==> src/rtl/vu_pkg.sv <==
// Shared types, default parameter values and the pricing rule for the vending unit.
package vu_pkg;

  localparam int unsigned NPROD_DEF      = 4;
  localparam int unsigned PW_DEF         = 2;
  localparam int unsigned MW_DEF         = 5;
  localparam int unsigned PRICE_STEP_DEF = 5;
  localparam int unsigned STOCK_INIT_DEF = 2;
  localparam int unsigned SW_DEF         = 4;

  typedef enum logic [1:0] {
    StIdle,
    StCollect,
    StVend,
    StRefund
  } state_e;

  // Product idx costs (idx+1) price steps.
  function automatic int unsigned price_of(int unsigned idx,
                                           int unsigned step = PRICE_STEP_DEF);
    return (idx + 1) * step;
  endfunction

endpackage

==> src/rtl/vu_multi_if.sv <==
// Front-end / back-end signal bundle of the vending unit.
interface vu_multi_if #(
  parameter int unsigned PW = 2,
  parameter int unsigned MW = 5
) ();

  logic          sel_valid;
  logic [PW-1:0] sel;
  logic          coin_valid;
  logic [MW-1:0] coin_val;
  logic          cancel;
  logic          vend;
  logic [PW-1:0] vend_id;
  logic [MW-1:0] change;
  logic          change_valid;
  logic          coin_reject;
  logic          sold_out;
  logic          busy;
  logic [MW-1:0] credit;

  modport master (
    output sel_valid, sel, coin_valid, coin_val, cancel,
    input  vend, vend_id, change, change_valid, coin_reject, sold_out, busy, credit
  );

  modport slave (
    input  sel_valid, sel, coin_valid, coin_val, cancel,
    output vend, vend_id, change, change_valid, coin_reject, sold_out, busy, credit
  );

endinterface

==> src/rtl/vu_stock.sv <==
// Per-product stock counters, reloaded to STOCK_INIT on reset and decremented on a vend.
module vu_stock
  import vu_pkg::*;
#(
  parameter int unsigned NPROD      = NPROD_DEF,
  parameter int unsigned PW         = PW_DEF,
  parameter int unsigned SW         = SW_DEF,
  parameter int unsigned STOCK_INIT = STOCK_INIT_DEF
) (
  input  logic             clk,
  input  logic             rst,
  input  logic             dec,
  input  logic [PW-1:0]    dec_idx,
  output logic [NPROD-1:0] empty
);

  logic [SW-1:0] cnt_q [NPROD];
  logic [SW-1:0] cnt_d [NPROD];

  always_comb begin
    for (int i = 0; i < NPROD; i++) begin
      cnt_d[i] = cnt_q[i];
      // Saturate at zero so a stray strobe can never wrap the counter.
      if (dec && (dec_idx == PW'(i)) && (cnt_q[i] != '0)) begin
        cnt_d[i] = cnt_q[i] - SW'(1);
      end
    end
  end

  always_ff @(posedge clk or negedge rst) begin
    if (!rst) begin
      for (int i = 0; i < NPROD; i++) begin
        cnt_q[i] <= SW'(STOCK_INIT);
      end
    end else begin
      for (int i = 0; i < NPROD; i++) begin
        cnt_q[i] <= cnt_d[i];
      end
    end
  end

  always_comb begin
    for (int i = 0; i < NPROD; i++) begin
      empty[i] = (cnt_q[i] == '0);
    end
  end

endmodule

==> src/rtl/vu_multi.sv <==
// Multi-product vending unit: selection, coin accumulation, vend with change or refund.
module vu_multi
  import vu_pkg::*;
#(
  parameter int unsigned NPROD      = NPROD_DEF,
  parameter int unsigned PW         = PW_DEF,
  parameter int unsigned MW         = MW_DEF,
  parameter int unsigned PRICE_STEP = PRICE_STEP_DEF,
  parameter int unsigned STOCK_INIT = STOCK_INIT_DEF,
  parameter int unsigned SW         = SW_DEF
) (
  input logic       clk,
  input logic       rst,
  vu_multi_if.slave bus
);

  state_e        state_q, state_d;
  logic [MW-1:0] credit_q, credit_d;
  logic [MW-1:0] cost_q, cost_d;
  logic [PW-1:0] sel_q, sel_d;

  logic          vend_q, vend_d;
  logic [PW-1:0] vend_id_q, vend_id_d;
  logic [MW-1:0] change_q, change_d;
  logic          change_valid_q, change_valid_d;
  logic          coin_reject_q, coin_reject_d;
  logic          sold_out_q, sold_out_d;
  logic          busy_q, busy_d;

  logic [MW:0]      sum;
  logic             stock_dec;
  logic [NPROD-1:0] stock_empty;

  vu_stock #(
    .NPROD      (NPROD),
    .PW         (PW),
    .SW         (SW),
    .STOCK_INIT (STOCK_INIT)
  ) u_stock (
    .clk     (clk),
    .rst     (rst),
    .dec     (stock_dec),
    .dec_idx (sel_q),
    .empty   (stock_empty)
  );

  // One extra bit catches a coin that would overflow the credit register.
  assign sum = {1'b0, credit_q} + {1'b0, bus.coin_val};

  always_comb begin
    state_d        = state_q;
    credit_d       = credit_q;
    cost_d         = cost_q;
    sel_d          = sel_q;
    vend_d         = 1'b0;
    vend_id_d      = '0;
    change_d       = '0;
    change_valid_d = 1'b0;
    coin_reject_d  = 1'b0;
    sold_out_d     = 1'b0;
    busy_d         = (state_q != StIdle);
    stock_dec      = 1'b0;

    unique case (state_q)
      StIdle: begin
        coin_reject_d = bus.coin_valid;
        if (bus.sel_valid && (32'(bus.sel) < NPROD)) begin
          if (stock_empty[bus.sel]) begin
            sold_out_d = 1'b1;
          end else begin
            sel_d    = bus.sel;
            cost_d   = MW'(price_of(32'(bus.sel), PRICE_STEP));
            credit_d = '0;
            state_d  = StCollect;
          end
        end
      end
      StCollect: begin
        if (bus.cancel) begin
          coin_reject_d = bus.coin_valid;
          state_d       = StRefund;
        end else if (bus.coin_valid) begin
          if (sum[MW]) begin
            coin_reject_d = 1'b1;
          end else begin
            credit_d = sum[MW-1:0];
            if (sum[MW-1:0] >= cost_q) begin
              state_d = StVend;
            end
          end
        end
      end
      StVend: begin
        vend_d         = 1'b1;
        vend_id_d      = sel_q;
        change_d       = credit_q - cost_q;
        change_valid_d = 1'b1;
        coin_reject_d  = bus.coin_valid;
        stock_dec      = 1'b1;
        credit_d       = '0;
        state_d        = StIdle;
      end
      StRefund: begin
        change_d       = credit_q;
        change_valid_d = 1'b1;
        coin_reject_d  = bus.coin_valid;
        credit_d       = '0;
        state_d        = StIdle;
      end
      default: begin
        state_d = StIdle;
      end
    endcase
  end

  always_ff @(posedge clk or negedge rst) begin
    if (!rst) begin
      state_q        <= StIdle;
      credit_q       <= '0;
      cost_q         <= '0;
      sel_q          <= '0;
      vend_q         <= 1'b0;
      vend_id_q      <= '0;
      change_q       <= '0;
      change_valid_q <= 1'b0;
      coin_reject_q  <= 1'b0;
      sold_out_q     <= 1'b0;
      busy_q         <= 1'b0;
    end else begin
      state_q        <= state_d;
      credit_q       <= credit_d;
      cost_q         <= cost_d;
      sel_q          <= sel_d;
      vend_q         <= vend_d;
      vend_id_q      <= vend_id_d;
      change_q       <= change_d;
      change_valid_q <= change_valid_d;
      coin_reject_q  <= coin_reject_d;
      sold_out_q     <= sold_out_d;
      busy_q         <= busy_d;
    end
  end

  assign bus.vend         = vend_q;
  assign bus.vend_id      = vend_id_q;
  assign bus.change       = change_q;
  assign bus.change_valid = change_valid_q;
  assign bus.coin_reject  = coin_reject_q;
  assign bus.sold_out     = sold_out_q;
  assign bus.busy         = busy_q;
  assign bus.credit       = credit_q;

endmodule

==> src/flat_wrapper.sv <==
// flat-port wrapper written by rule: the top's interface ports become plain ports
module vu_multi_flat import vu_pkg::*;
#(
  parameter int unsigned NPROD      = NPROD_DEF,
  parameter int unsigned PW         = PW_DEF,
  parameter int unsigned MW         = MW_DEF,
  parameter int unsigned PRICE_STEP = PRICE_STEP_DEF,
  parameter int unsigned STOCK_INIT = STOCK_INIT_DEF,
  parameter int unsigned SW         = SW_DEF
)
  (clk, rst, bus_sel_valid, bus_sel, bus_coin_valid, bus_coin_val, bus_cancel, bus_vend, bus_vend_id, bus_change, bus_change_valid, bus_coin_reject, bus_sold_out, bus_busy, bus_credit);
  vu_multi_if #(.PW(PW), .MW(MW)) bus_i ();
  input logic clk;
  input logic rst;
  input wire logic [$bits(bus_i.sel_valid)-1:0] bus_sel_valid;
  input wire logic [$bits(bus_i.sel)-1:0] bus_sel;
  input wire logic [$bits(bus_i.coin_valid)-1:0] bus_coin_valid;
  input wire logic [$bits(bus_i.coin_val)-1:0] bus_coin_val;
  input wire logic [$bits(bus_i.cancel)-1:0] bus_cancel;
  output wire logic [$bits(bus_i.vend)-1:0] bus_vend;
  output wire logic [$bits(bus_i.vend_id)-1:0] bus_vend_id;
  output wire logic [$bits(bus_i.change)-1:0] bus_change;
  output wire logic [$bits(bus_i.change_valid)-1:0] bus_change_valid;
  output wire logic [$bits(bus_i.coin_reject)-1:0] bus_coin_reject;
  output wire logic [$bits(bus_i.sold_out)-1:0] bus_sold_out;
  output wire logic [$bits(bus_i.busy)-1:0] bus_busy;
  output wire logic [$bits(bus_i.credit)-1:0] bus_credit;
  assign bus_i.sel_valid = bus_sel_valid;
  assign bus_i.sel = bus_sel;
  assign bus_i.coin_valid = bus_coin_valid;
  assign bus_i.coin_val = bus_coin_val;
  assign bus_i.cancel = bus_cancel;
  assign bus_vend = bus_i.vend;
  assign bus_vend_id = bus_i.vend_id;
  assign bus_change = bus_i.change;
  assign bus_change_valid = bus_i.change_valid;
  assign bus_coin_reject = bus_i.coin_reject;
  assign bus_sold_out = bus_i.sold_out;
  assign bus_busy = bus_i.busy;
  assign bus_credit = bus_i.credit;
  vu_multi #(.NPROD(NPROD), .PW(PW), .MW(MW), .PRICE_STEP(PRICE_STEP), .STOCK_INIT(STOCK_INIT), .SW(SW)) u_core (.clk(clk), .rst(rst), .bus(bus_i));
endmodule
==> config.mk <==
export PLATFORM = sky130hd
export DESIGN_NAME = vu_multi_flat
export DESIGN_NICKNAME = d
export VERILOG_FILES = /design/src/rtl/vu_pkg.sv /design/src/rtl/vu_multi_if.sv /design/src/rtl/vu_stock.sv /design/src/rtl/vu_multi.sv /design/src/flat_wrapper.sv
export SDC_FILE = /design/constraint.sdc
export NUM_CORES = 1
export LEC_CHECK = 0
export BUFFER_PORTS_ARGS = -buffer_cell sky130_fd_sc_hd__buf_2
export CAP_MARGIN = 5
export CORE_ASPECT_RATIO = 1.1
export CORE_UTILIZATION = 30
export DETAILED_ROUTE_END_ITERATION = 16
export PLACE_DENSITY = 0.51
export SLEW_MARGIN = 20
export SYNTH_ARGS = -nofsm -noshare
export SYNTH_HDL_FRONTEND = slang
export SYNTH_SLANG_ARGS = --single-unit
==> constraint.sdc <==
create_clock -name clk -period 2.8 [get_ports clk]
set_input_delay 0.28 -clock clk [delete_from_list [all_inputs] [get_ports clk]]
set_output_delay 0.28 -clock clk [all_outputs]
set_load 0.005 [all_outputs]
== Word level (Yosys, flattened, before mapping) ==
Index checks and enable logic that the tools add are counted.
Word-level totals
  register bits after elaboration: 42
  output and inout port bits: 17
  word-level logic and storage cells: 90
Operators by class
  $add $sub $neg: 7
  multiply operators: 1
  order comparisons: 2
  equality and inequality tests: 14
  mux-type cells: 26
  bitwise gates (word level): 1
  reduce and logical (&&, ||, !) cells: 24
Operators with widths (count)
  $mul A32 B3 Y5 const B: 1
  $mux W5: 5
  $logic_not A4 Y1: 4
  $reduce_bool A4 Y1: 4
  $sub A4 B1 Y4 const B: 4
  $pmux W5 S3: 1
  $mux W2: 7
  $ne A2 B2 Y1 const B: 5
  $pmux W5 S2: 1
  $reduce_and A5 Y1: 2
  $mux W1: 9
  $eq A2 B2 Y1 const B: 4
  $logic_and A1 B1 Y1: 8
  $add A5 B5 Y6: 1
  $ne A3 B3 Y1 const B: 2
  $pmux W2 S3: 1
  $ge A5 B5 Y1: 1
  $sub A5 B5 Y5: 1
  $eq A2 B1 Y1 const B: 2
  $logic_not A2 Y1: 2
  $add A2 B1 Y3 const B: 1
  $lt A2 B3 Y1 const B: 1
  $ne A3 B2 Y1 const B: 1
  $reduce_and A3 Y1: 1
  other kinds (6): 6

== Logic depth before layout (Yosys ltp) ==
Gate-level depths: netlist of the first run.
  word-level depth: 7
  gate-level depth with buffers: 12
  depth with buffers taken out: 12

== By module ==
A second synthesis of the first run with hierarchy kept.
Second synthesis, totals
  cells, all modules: 211
  area, all modules: 2311.0 um2
By module, submodules not included
  vu_multi: instances 1, cells an instance 136, area each 1495.2 um2, sequential area each 625.6 um2
  vu_stock: instances 1, cells an instance 75, area each 815.8 um2, sequential area each 405.4 um2

== Worst setup path after synthesis of the first run ==
Ideal clock, no wire load.
  path kind: register to register
  start: register u_core.credit_q[0], in the netlist u_core.bus.credit[0]
  end: register u_core.state_q[0]
  setup time: 118 ps
  data arrival time: 2168 ps
  slack: 514 ps
  stages on the path, launching flop included: 13
  path buffers: 0
  period minus slack after synthesis: 2286 ps
  cells stage by stage: dfrtp_1 > ha_1 > inv_1 > fa_1 > inv_1 > a21o_1 > a21oi_1 > xnor2_1 > ha_1 > nand2_1 > o21ai_0 > nand3_1 > a21o_1
Between the ends
  longest elaborated chain between the ends: 4
  elaborated cells between the ends (all ways): 5
  those cells by class: add/sub (1); order compare (1); eq/ne (2); reduce/logical (1)
RTL lines
  start, declared: RTL line vu_multi.sv:18  | logic [MW-1:0] credit_q, credit_d;
  start signal, assigned: RTL line vu_multi.sv:131  | credit_q <= credit_d;
  $add A5 B5 Y6 *: RTL line vu_multi.sv:48  | assign sum = {1'b0, credit_q} + {1'b0, bus.coin_val};
  $ge A5 B5 Y1: RTL line vu_multi.sv:87  | if (sum[MW-1:0] >= cost_q) begin
  $ne A3 B2 Y1 (no line)
  $reduce_and A5 Y1 (no line) *
  end signal, assigned: RTL line vu_multi.sv:118  | state_q <= StIdle;
  end signal, assigned: RTL line vu_multi.sv:130  | state_q <= state_d;
  end, declared: RTL line vu_multi.sv:17  | state_e state_q, state_d;
Mark *: on every way between the ends. The rest lies on a longest branch, timed or not.
A chain may end at the register's enable or synchronous reset.

== Worst setup path after layout of the first run ==
  start: register u_core.credit_q[1], in the netlist u_core.bus.credit[1]
  end: register u_core.state_q[0]
Same word-level chain as after synthesis.

==> metrics.md, run 1 <==
| Metric | Value |
|---|---|
| RePlAce Congestion | `0.703` |
| Ys Warns | `0` |
| Post-DP HPWL | `3.16 mm` |
| Antenna Nets Post-Route | `0` |
| Initial antenna violation count | `0` |
| IO Count | `29` |
| Syn Nets | `247` |
| Yosys top cell area share | `40.5%` |
| Setup Skew | `0.00832 ns` |
| Clock Pin Slew Worst Setup and Hold Paths | `0.08 ns` |
| Wire length per cell | `12.5 µm` |
| Die Y | `93.5 µm` |
| Min cycle time layout | `2.45 ns` |
| First-pass GRT wire length | `7.27 mm` |
| Overall Global Routing Usage | `11.6%` |
| Mapped cell area | `0.00228 mm²` |
| Clock Tree Buf Depth | `2` |
| Top post-synthesis cells by area | `dfrtp_1 41%, ha_1 13%, dfstp_2 4.6%, inv_1 4.6%, xnor2_1 4.6%` |
| Startpoint types | `register` |
| Status | `complete, no violations` |
| Worst r2r src | `u_core.bus.credit[1]$_DFFE_PN0P_` |
| DIE AREA | `0.00796 mm²` |
| CP required | `2.99 ns` |
| Cell count after synthesis | `209` |
| Biggest area consumer among synthesized cells | `dfrtp_1` |
| Max frequency | `408 MHz` |
| N_diodes | `0` |
| Critical path type | `reg -> reg` |
| Largest family of logic cells by synthesized area | `adder cells` |
| Setup_tns | `0 ns` |
| CP Capture Type | `register` |
| Pins over their slew limit | `0` |
| Vias in the first global route | `1519` |
| Area Growth Syn to Fin | `16.3%` |
| Post-Synth XOR/XNOR Area | `6.52%` |
| EDFF count, synth | `0` |
| VDD IR-drop max | `244 µV` |
| Via density | `4.63` |
| Compound-cell area share of the yosys netlist | `11.9%` |
| Clock sink total | `41` |
| Most frequent cells in the layout | `37 x dfrtp_1, 28 x inv_1, 28 x buf_2` |
| CP max FO | `7` |
| R2R Path End | `u_core.state_q[0]$_DFFE_PN0P_` |
| Largest net degree at the start of global routing | `42` |
| FF-to-FF setup slack | `0.35 ns` |
| Die X | `85.2 µm` |
| Adder-cell share of the synthesized area | `14.9%` |
| # rows | `33` |
| CP Data Arrival Time | `2.64 ns` |
| Measured slew at the worst slew-check pin | `0.913 ns` |
| DRC Markers | `0` |
| Post-CTS Setup Inserts | `0` |
| CTS tree | `yes` |
| Final hold viol count | `0` |
| Aggregate global routing overflow | `0` |
| Post-CTS Hold Fix Bufs | `0` |
| Post-synthesis sequential area ratio | `45.2%` |
| WL final | `4.15 mm` |
| Hold Crit Class | `in -> async` |
| Skew-Pair Late Insertion Delay | `0.29 ns` |
| Initial core utilization | `30.7%` |
| Drt first-iter violations | `35` |
| Rel. slew slack | `39.1%` |
| CTS resizes | `0` |
| Mux contribution to synthesized area | `4.16%` |
| Synth Area in Simple Gates | `12.0%` |
| Vias | `1534` |
| RSZ-0062 raised after global routing | `no` |
| Mean post-synth cell area | `10.9 µm²` |
| Synth unique cells | `39` |
| Yosys reg bits | `41` |
| Share of cells above drive strength 1 | `20.9%` |
| First-pass detailed-route iteration total | `4` |
| Pwr dens | `818 mW/mm²` |
| Port Buf Inserts | `28` |
| Commonest non-fill, non-tap cell in the layout | `dfrtp_1` |
| # Max-Cap Violations | `0` |
| Ys flop type | `dfrtp_1` |
| Worst r2r path cells | `11` |
| Ys async rst share | `100%` |
| Final Cycle Share | `87.4%` |
| Setup Viol. Count Final | `0` |
| Core ar. | `0.00743 mm²` |
| # H-tree levels | `2` |
| Final nets | `281` |
| P_leak | `0.00139 µW` |
| Clock Tree Root | `clkbuf_8` |
| Power, Total | `2170 µW` |
| CTS Buf Count | `5` |
metrics by stage:
| step | setup WS, ns | util (%) | hold slack, ns | std cells | cell area (µm²) |
|---|---|---|---|---|---|
| after floorplan | 0.514 | - | -0.0156 | 209 | 2280 |
| after global placement | 0.433 | 34.2 | 0.455 | 323 | 2540 |
| after detailed placement | 0.354 | 34.2 | 0.462 | 323 | 2540 |
| after CTS | 0.328 | 35.7 | 0.162 | 331 | 2660 |
| after global routing | 0.155 | 35.7 | 0.195 | 331 | 2660 |
| final | 0.352 | 35.7 | 0.106 | 331 | 2660 |
where the power goes:
| part | total, µW | switching [µW] | internal [µW] |
|---|---|---|---|
| Sequential | 860 | 135 | 725 |
| Clock | 491 | 201 | 291 |
| Combinational | 820 | 417 | 403 |
| Total | 2170 | 753 | 1420 |
worst max-delay path by stage:
stage,startpoint,to,slack [ns],cells after the start
floorplan,u_core.bus.credit[0]$_DFFE_PN0P_,u_core.state_q[0]$_DFFE_PN0P_,0.51,12
global placement,u_core.bus.credit[1]$_DFFE_PN0P_,u_core.state_q[0]$_DFFE_PN0P_,0.43,11
detailed placement,u_core.bus.credit[1]$_DFFE_PN0P_,u_core.state_q[0]$_DFFE_PN0P_,0.35,11
CTS,u_core.bus.credit[1]$_DFFE_PN0P_,u_core.state_q[0]$_DFFE_PN0P_,0.33,11
global route,u_core.bus.credit[1]$_DFFE_PN0P_,u_core.state_q[0]$_DFFE_PN0P_,0.16,11
finish,u_core.bus.credit[1]$_DFFE_PN0P_,u_core.state_q[0]$_DFFE_PN0P_,0.35,11
state kept, by name (all words and copies together) (netlist names):
signal and flops:
u_core.state_q 2, u_core.bus.credit 5, u_core.cost_q 4, u_core.sel_q 2, u_core.bus.change 5, u_core.bus.change_valid 1, u_core.bus.coin_reject 1, u_core.u_stock.cnt_q 16
u_core.bus.busy 1, u_core.bus.vend 1, u_core.bus.sold_out 1, u_core.bus.vend_id 2
Yosys cell counts, types with 2 or more instances:
cell type  count
a211oi_1       2
a21boi_0       2
a21o_1         6
a21oi_1        6
a22o_1         5
a31oi_1        2
and2_1         4
clkbuf_1       2
dfrtp_1       37
dfstp_2        4
fa_1           2
ha_1          24
inv_1         28
mux2_2         4
mux2i_1        5
nand2_1       12
nand2b_1       2
nand2b_4       2
nand3_1        3
nor2_1         6
nor2b_1        2
nor3_1         4
nor3b_1        3
nor4_1         3
o21ai_0        9
or3_1          2
xnor2_1       12
xor2_1         5
worst max-delay path: stages (launching register included):
cell,delay (ns)
dfrtp_1,0.48
inv_1,0.10
fa_1,0.46
inv_1,0.07
a21o_1,0.10
a21oi_1,0.07
xnor2_1,0.15
ha_1,0.31
nand2_1,0.05
o21ai_0,0.25
nand3_1,0.12
a21o_1,0.18
metal layers:
layer | share of wire (%) | vias to the layer above | routed length (µm) | track usage [%]
li1 | - | 775 | - | -
met4 | 1.5 | 0 | 62 | 3.81
met5 | 0 | - | 0 | 0
met2 | 49 | 19 | 2050 | 19.6
met1 | 47 | 735 | 1960 | 15.0
met3 | 1.9 | 5 | 78 | 2.12
layout make-up:
type	instances	area [µm²]
Clock buffer	7	86.3
Clock inverter	1	30.0
Fill cell	766	4780
Inverter	28	105
Multi-Input combinational cell	136	1130
Sequential cell	41	1030
Tap cell	87	109
Timing Repair Buffer	31	163
cells by family after synthesis:
group / count (synthesis)
xor+xnor: 17
fa+ha+maj: 26
compound gates: 36
simple gates: 48
flops: 41
mux: 9
buf+inv: 32
Power figures use the tool's default switching activity.
==> run 2, diff against run 1 <==
==> constraint.sdc (replaced) <==
create_clock -name clk -period 2.27 [get_ports clk]
set_input_delay 0.227 -clock clk [delete_from_list [all_inputs] [get_ports clk]]
set_output_delay 0.227 -clock clk [all_outputs]
set_load 0.005 [all_outputs]
==> metrics.md, run 2 (synthesis gave the netlist of run 1 again) <==
| Metric | Value |
|---|---|
| Commonest non-fill, non-tap cell in the layout | `dfrtp_1` |
| VDD IR-drop max | `395 µV` |
| Pwr dens | `1010 mW/mm²` |
| First-pass detailed-route iteration total | `4` |
| Antenna Nets Post-Route | `0` |
| Core ar. | `0.00743 mm²` |
| N_diodes | `0` |
| First-pass GRT wire length | `7.56 mm` |
| Delay of the slowest critical-path stage | `0.36 ns` |
| Final nets | `293` |
| CP dominant cell by count | `inv_2` |
| Vias | `1588` |
| CTS Buf Count | `5` |
| Place WS | `-0.0402 ns` |
| Post-DP HPWL | `3.36 mm` |
| Most frequent cells in the layout | `37 x dfrtp_1, 28 x buf_2, 26 x inv_1` |
| Clock Tree Root | `clkbuf_8` |
| DIE AREA | `0.00796 mm²` |
| Die Y | `93.5 µm` |
| Critical path type | `reg -> reg` |
| Initial antenna violation count | `0` |
| Rel. slew slack | `37.6%` |
| # H-tree levels | `2` |
| Clock Tree Buf Depth | `2` |
| Area Growth Syn to Fin | `21.6%` |
| Final hold slack | `0.199 ns` |
| Worst setup margin | `0.0466 ns` |
| Hold Crit Class | `in -> reg` |
| DRC Markers | `0` |
| Largest net degree at the start of global routing | `23` |
| Wire length per cell | `12.4 µm` |
| CP required | `2.45 ns` |
| Largest register FFs | `16` |
| CP cell instances | `ha_2 -> inv_2 -> fa_2 -> inv_2 -> a21o_1 -> a21oi_2 -> xnor2_1 -> ha_1 -> a21oi_1 -> o21ai_2 -> a32o_1` |
| Final Cycle Share | `97.9%` |
| Initial core utilization | `30.7%` |
| P_leak | `0.00145 µW` |
| Setup Viol. Count Final | `0` |
| Via density | `4.63` |
| # rows | `33` |
| CP Capture Type | `register` |
| Clock sink total | `41` |
| CP top delay family | `adder cells` |
| Slowest CP cell | `dfrtp_1` |
| IO Count | `29` |
| Die X | `85.2 µm` |
| RSZ-0062 raised after global routing | `yes` |
| CP max FO | `2` |
| Setup Skew | `0.00910 ns` |
| CTS tree | `yes` |
| Status | `complete, no violations` |
| Port Buf Inserts | `28` |
| Startpoint types | `register` |
| Share of cells above drive strength 1 | `28.1%` |
| Post-route cell area | `0.00278 mm²` |
| Drt first-iter violations | `42` |
| Max frequency | `450 MHz` |
| Min cycle time layout | `2.22 ns` |
| Worst Path Buf+Inv | `2` |
| WL final | `4.26 mm` |
| Measured slew at the worst slew-check pin | `0.924 ns` |
| Skew-Pair Late Insertion Delay | `0.29 ns` |
| Final hold viol count | `0` |
| Clock Pin Slew Worst Setup and Hold Paths | `0.09 ns` |
| RePlAce Congestion | `0.759` |
| Pins over their slew limit | `0` |
| Largest Register | `u_core.u_stock.cnt_q` |
| Placed cell areas | `0.00261 mm²` |
| Vias in the first global route | `1624` |
| Overall Global Routing Usage | `12.2%` |
| CP Data Arrival Time | `2.40 ns` |
| # Max-Cap Violations | `0` |
| Fin util | `37.4%` |
| Aggregate global routing overflow | `0` |
| Fillers | `751` |
run 2: changes by cell type in the layout (fill, tap and decap cells not counted), sizes merged:
| cell | delta |
|---|---|
| dlygate4sd3 | +1 |
| clkinvlp | +1 |
| clkbuf | -1 |
| buf | +11 |
run 2: metal layers:
metal	vias up	part of all wire, %	GRT usage (%)
li1	797	-	-
met1	766	46	14.8
met2	21	49	21.0
met3	4	3.3	2.29
met4	0	1.8	5.08
met5	-	0	0
run 2: what timing repair did:
item | 4_1_cts | 5_1_grt
pin swaps | 5 | 10
hold buffers | 1 | 0
hold endpoints to repair | 10 | 0
setup endpoints to repair | 2 | 4
gates resized for setup | 4 | 6
setup buffers | 1 | 1
run 2: through the flow:
step                TNS (ns)  std cells  total power [µW]
floorplan                  0        209              1760
global placement           0        332              2150
detailed placement   -0.0648        332              2150
CTS                        0        342              2810
global route          -0.167        343              3070
finish                     0        343              2810
run 2: path summary, 6_finish.rpt:
check	from	to	slack (ns)	cells after the start
worst max-delay path	u_core.bus.credit[0]$_DFFE_PN0P_	u_core.state_q[1]$_DFFE_PN0P_	0.05	11
worst min-delay path	bus_cancel	u_core.state_q[1]$_DFFE_PN0P_	0.20	2
worst max register to register	u_core.bus.credit[0]$_DFFE_PN0P_	u_core.state_q[1]$_DFFE_PN0P_	0.05	11
worst min register to register	u_core.u_stock.cnt_q[11]$_DFFE_PN0P_	u_core.u_stock.cnt_q[11]$_DFFE_PN0P_	0.47	1
max in group asynchronous	rst	u_core.u_stock.cnt_q[1]$_DFFE_PN1P_	1.40	3
min in group asynchronous	rst	u_core.bus.vend_id[0]$_DFF_PN0_	0.30	2
run 2: cell type report:
type	instances	area (µm²)	area share, %
multi-input cells	136	1160	41.7
clock inverters	2	37.5	1.35
repair buffers	43	255	9.19
inverters	28	105	3.78
well taps	87	109	3.92
clock buffers	6	82.6	2.97
flip-flops and latches	41	1030	37.1
run 2: report_power, final:
part	internal (µW)	total, µW	switching (µW)
sequential	896	995	99.2
combinational	586	1190	602
clock	358	627	269
run 2: worst reg2reg max path, cell delays in order, from the launching register on:
cell     delay, ns
dfrtp_1       0.36
ha_2          0.19
inv_2         0.04
fa_2          0.36
inv_2         0.06
a21o_1        0.11
a21oi_2       0.06
xnor2_1       0.18
ha_1          0.27
a21oi_1       0.17
o21ai_2       0.09
a32o_1        0.22
==> run 3, diff against run 2 <==
==> constraint.sdc (replaced) <==
create_clock -name clk -period 2.7 [get_ports clk]
set_input_delay 0.27 -clock clk [delete_from_list [all_inputs] [get_ports clk]]
set_output_delay 0.27 -clock clk [all_outputs]
set_load 0.005 [all_outputs]
==> metrics.md, run 3 (synthesis gave the netlist of run 1 again) <==
| Metric | Value |
|---|---|
| Worst Path Buf+Inv | `2` |
| Clock Tree Root | `clkbuf_8` |
| Clock sink total | `41` |
| Min cycle time layout | `2.44 ns` |
| # rows | `33` |
| Rel. slew slack | `33.7%` |
| Slowest CP cell | `dfrtp_1` |
| Pwr dens | `815 mW/mm²` |
| CP Data Arrival Time | `2.62 ns` |
| Commonest non-fill, non-tap cell in the layout | `dfrtp_1` |
| Share of cells above drive strength 1 | `20.9%` |
| Largest Register | `u_core.u_stock.cnt_q` |
| Pins over their slew limit | `0` |
| Most frequent cells in the layout | `37 x dfrtp_1, 28 x inv_1, 28 x buf_2` |
| Critical path type | `reg -> reg` |
| Setup Viol. Count Final | `0` |
| Setup Skew | `0.00623 ns` |
| Via density | `4.68` |
| Post-CTS Hold Fix Bufs | `0` |
| # Max-Cap Violations | `0` |
| Die X | `85.2 µm` |
| First-pass detailed-route iteration total | `4` |
| Largest register FFs | `16` |
| Overall Global Routing Usage | `11.9%` |
| Post-CTS Setup Inserts | `0` |
| Busiest metal layer after global routing | `met2` |
| RSZ-0062 raised after global routing | `no` |
| Vias | `1549` |
| Vias in the first global route | `1524` |
| Clock Pin Slew Worst Setup and Hold Paths | `0.08 ns` |
| VDD IR-drop max | `252 µV` |
| Delay of the slowest critical-path stage | `0.48 ns` |
| CTS resizes | `0` |
| Clock Tree Buf Depth | `2` |
| Initial antenna violation count | `0` |
| N_diodes | `0` |
| IO Count | `29` |
| Setup_tns | `0 ns` |
| CP cell instances | `inv_1 -> fa_1 -> inv_1 -> a21o_1 -> a21oi_1 -> xnor2_1 -> ha_1 -> nand2_1 -> o21ai_0 -> nand3_1 -> a21o_1` |
| Largest net degree at the start of global routing | `42` |
| Wire length per cell | `13.1 µm` |
| CP required | `2.89 ns` |
| Met1 Use GR | `14.9%` |
| Startpoint types | `register` |
| WL final | `4.33 mm` |
| Post-DP HPWL | `3.20 mm` |
| Initial core utilization | `30.7%` |
| # H-tree levels | `2` |
| Final hold viol count | `0` |
| CP max FO | `7` |
| M3 GR Usage | `1.94%` |
| Skew-Pair Late Insertion Delay | `0.29 ns` |
| RePlAce Congestion | `0.698` |
| Status | `complete, no violations` |
| Measured slew at the worst slew-check pin | `0.982 ns` |
| Placed cell areas | `0.00255 mm²` |
| Final Cycle Share | `90.2%` |
| CTS Buf Count | `5` |
| Post-route cell area | `0.00262 mm²` |
| Met2 usage | `20.4%` |
| Final hold slack | `0.111 ns` |
| Final nets | `282` |
| CP Capture Type | `register` |
| Max frequency | `411 MHz` |
| First-pass GRT wire length | `7.36 mm` |
| Aggregate global routing overflow | `0` |
| Drt first-iter violations | `49` |
| Antenna Nets Post-Route | `0` |
| Die Y | `93.5 µm` |
| Area Growth Syn to Fin | `14.9%` |
| P_leak | `0.00137 µW` |
| Fin util | `35.3%` |
| Hold Crit Class | `in -> async` |
| DRC Markers | `0` |
| Port Buf Inserts | `28` |
| DIE AREA | `0.00796 mm²` |
| CTS tree | `yes` |
| Core ar. | `0.00743 mm²` |
| CP top delay family | `adder cells` |
[run 3: cell types whose count changed in the layout (fill, tap and decap cells not counted), moves of 2 or more]
cell / delta
a21oi_1: +2
a21oi_2: -2
buf_4: -10
fa_1: +2
fa_2: -2
inv_1: +2
inv_2: -2
[run 3: worst paths after layout]
check / start / to / slack [ns] / cells past startpoint
worst max-delay path: u_core.bus.credit[1]$_DFFE_PN0P_ / u_core.state_q[0]$_DFFE_PN0P_ / 0.26 / 11
worst min-delay path: rst / u_core.bus.credit[0]$_DFFE_PN0P_ / 0.11 / 1
worst max register to register: u_core.bus.credit[1]$_DFFE_PN0P_ / u_core.state_q[0]$_DFFE_PN0P_ / 0.26 / 11
worst min register to register: u_core.u_stock.cnt_q[15]$_DFFE_PN0P_ / u_core.u_stock.cnt_q[15]$_DFFE_PN0P_ / 0.47 / 1
max in group asynchronous: rst / u_core.bus.credit[4]$_DFFE_PN0P_ / 1.98 / 1
min in group clk: bus_cancel / u_core.state_q[1]$_DFFE_PN0P_ / 0.24 / 2
[run 3: layout make-up]
type,count,area (µm²)
clock inverter,1,5.00
clock buffer,6,72.6
timing repair buffer,32,170
inverter,28,105
fill,770,4810
sequential,41,1030
tap,87,109
multi-input combinational,136,1130
[run 3: layer usage]
metal	wire length, µm	up-vias
li1	-	779
met1	2010	747
met2	2140	19
met3	123	4
met4	57	0
met5	0	-
[run 3: stage by stage]
step | total power [µW] | instances | setup slack [ns]
after floorplan | 1480 | 209 | 0.414
after global placement | 1760 | 324 | 0.331
after detailed placement | 1770 | 324 | 0.257
after CTS | 2170 | 331 | 0.233
after global routing | 2320 | 331 | 0.0930
final | 2140 | 331 | 0.264
[run 3: power breakdown]
part / leakage [µW] / total [µW] / internal (µW) / switching (µW)
Combinational: 0.000798 / 858 / 421 / 437
Sequential: 0.000534 / 893 / 752 / 141
Clock: 0.0000410 / 387 / 176 / 211
Total: 0.00137 / 2140 / 1350 / 789
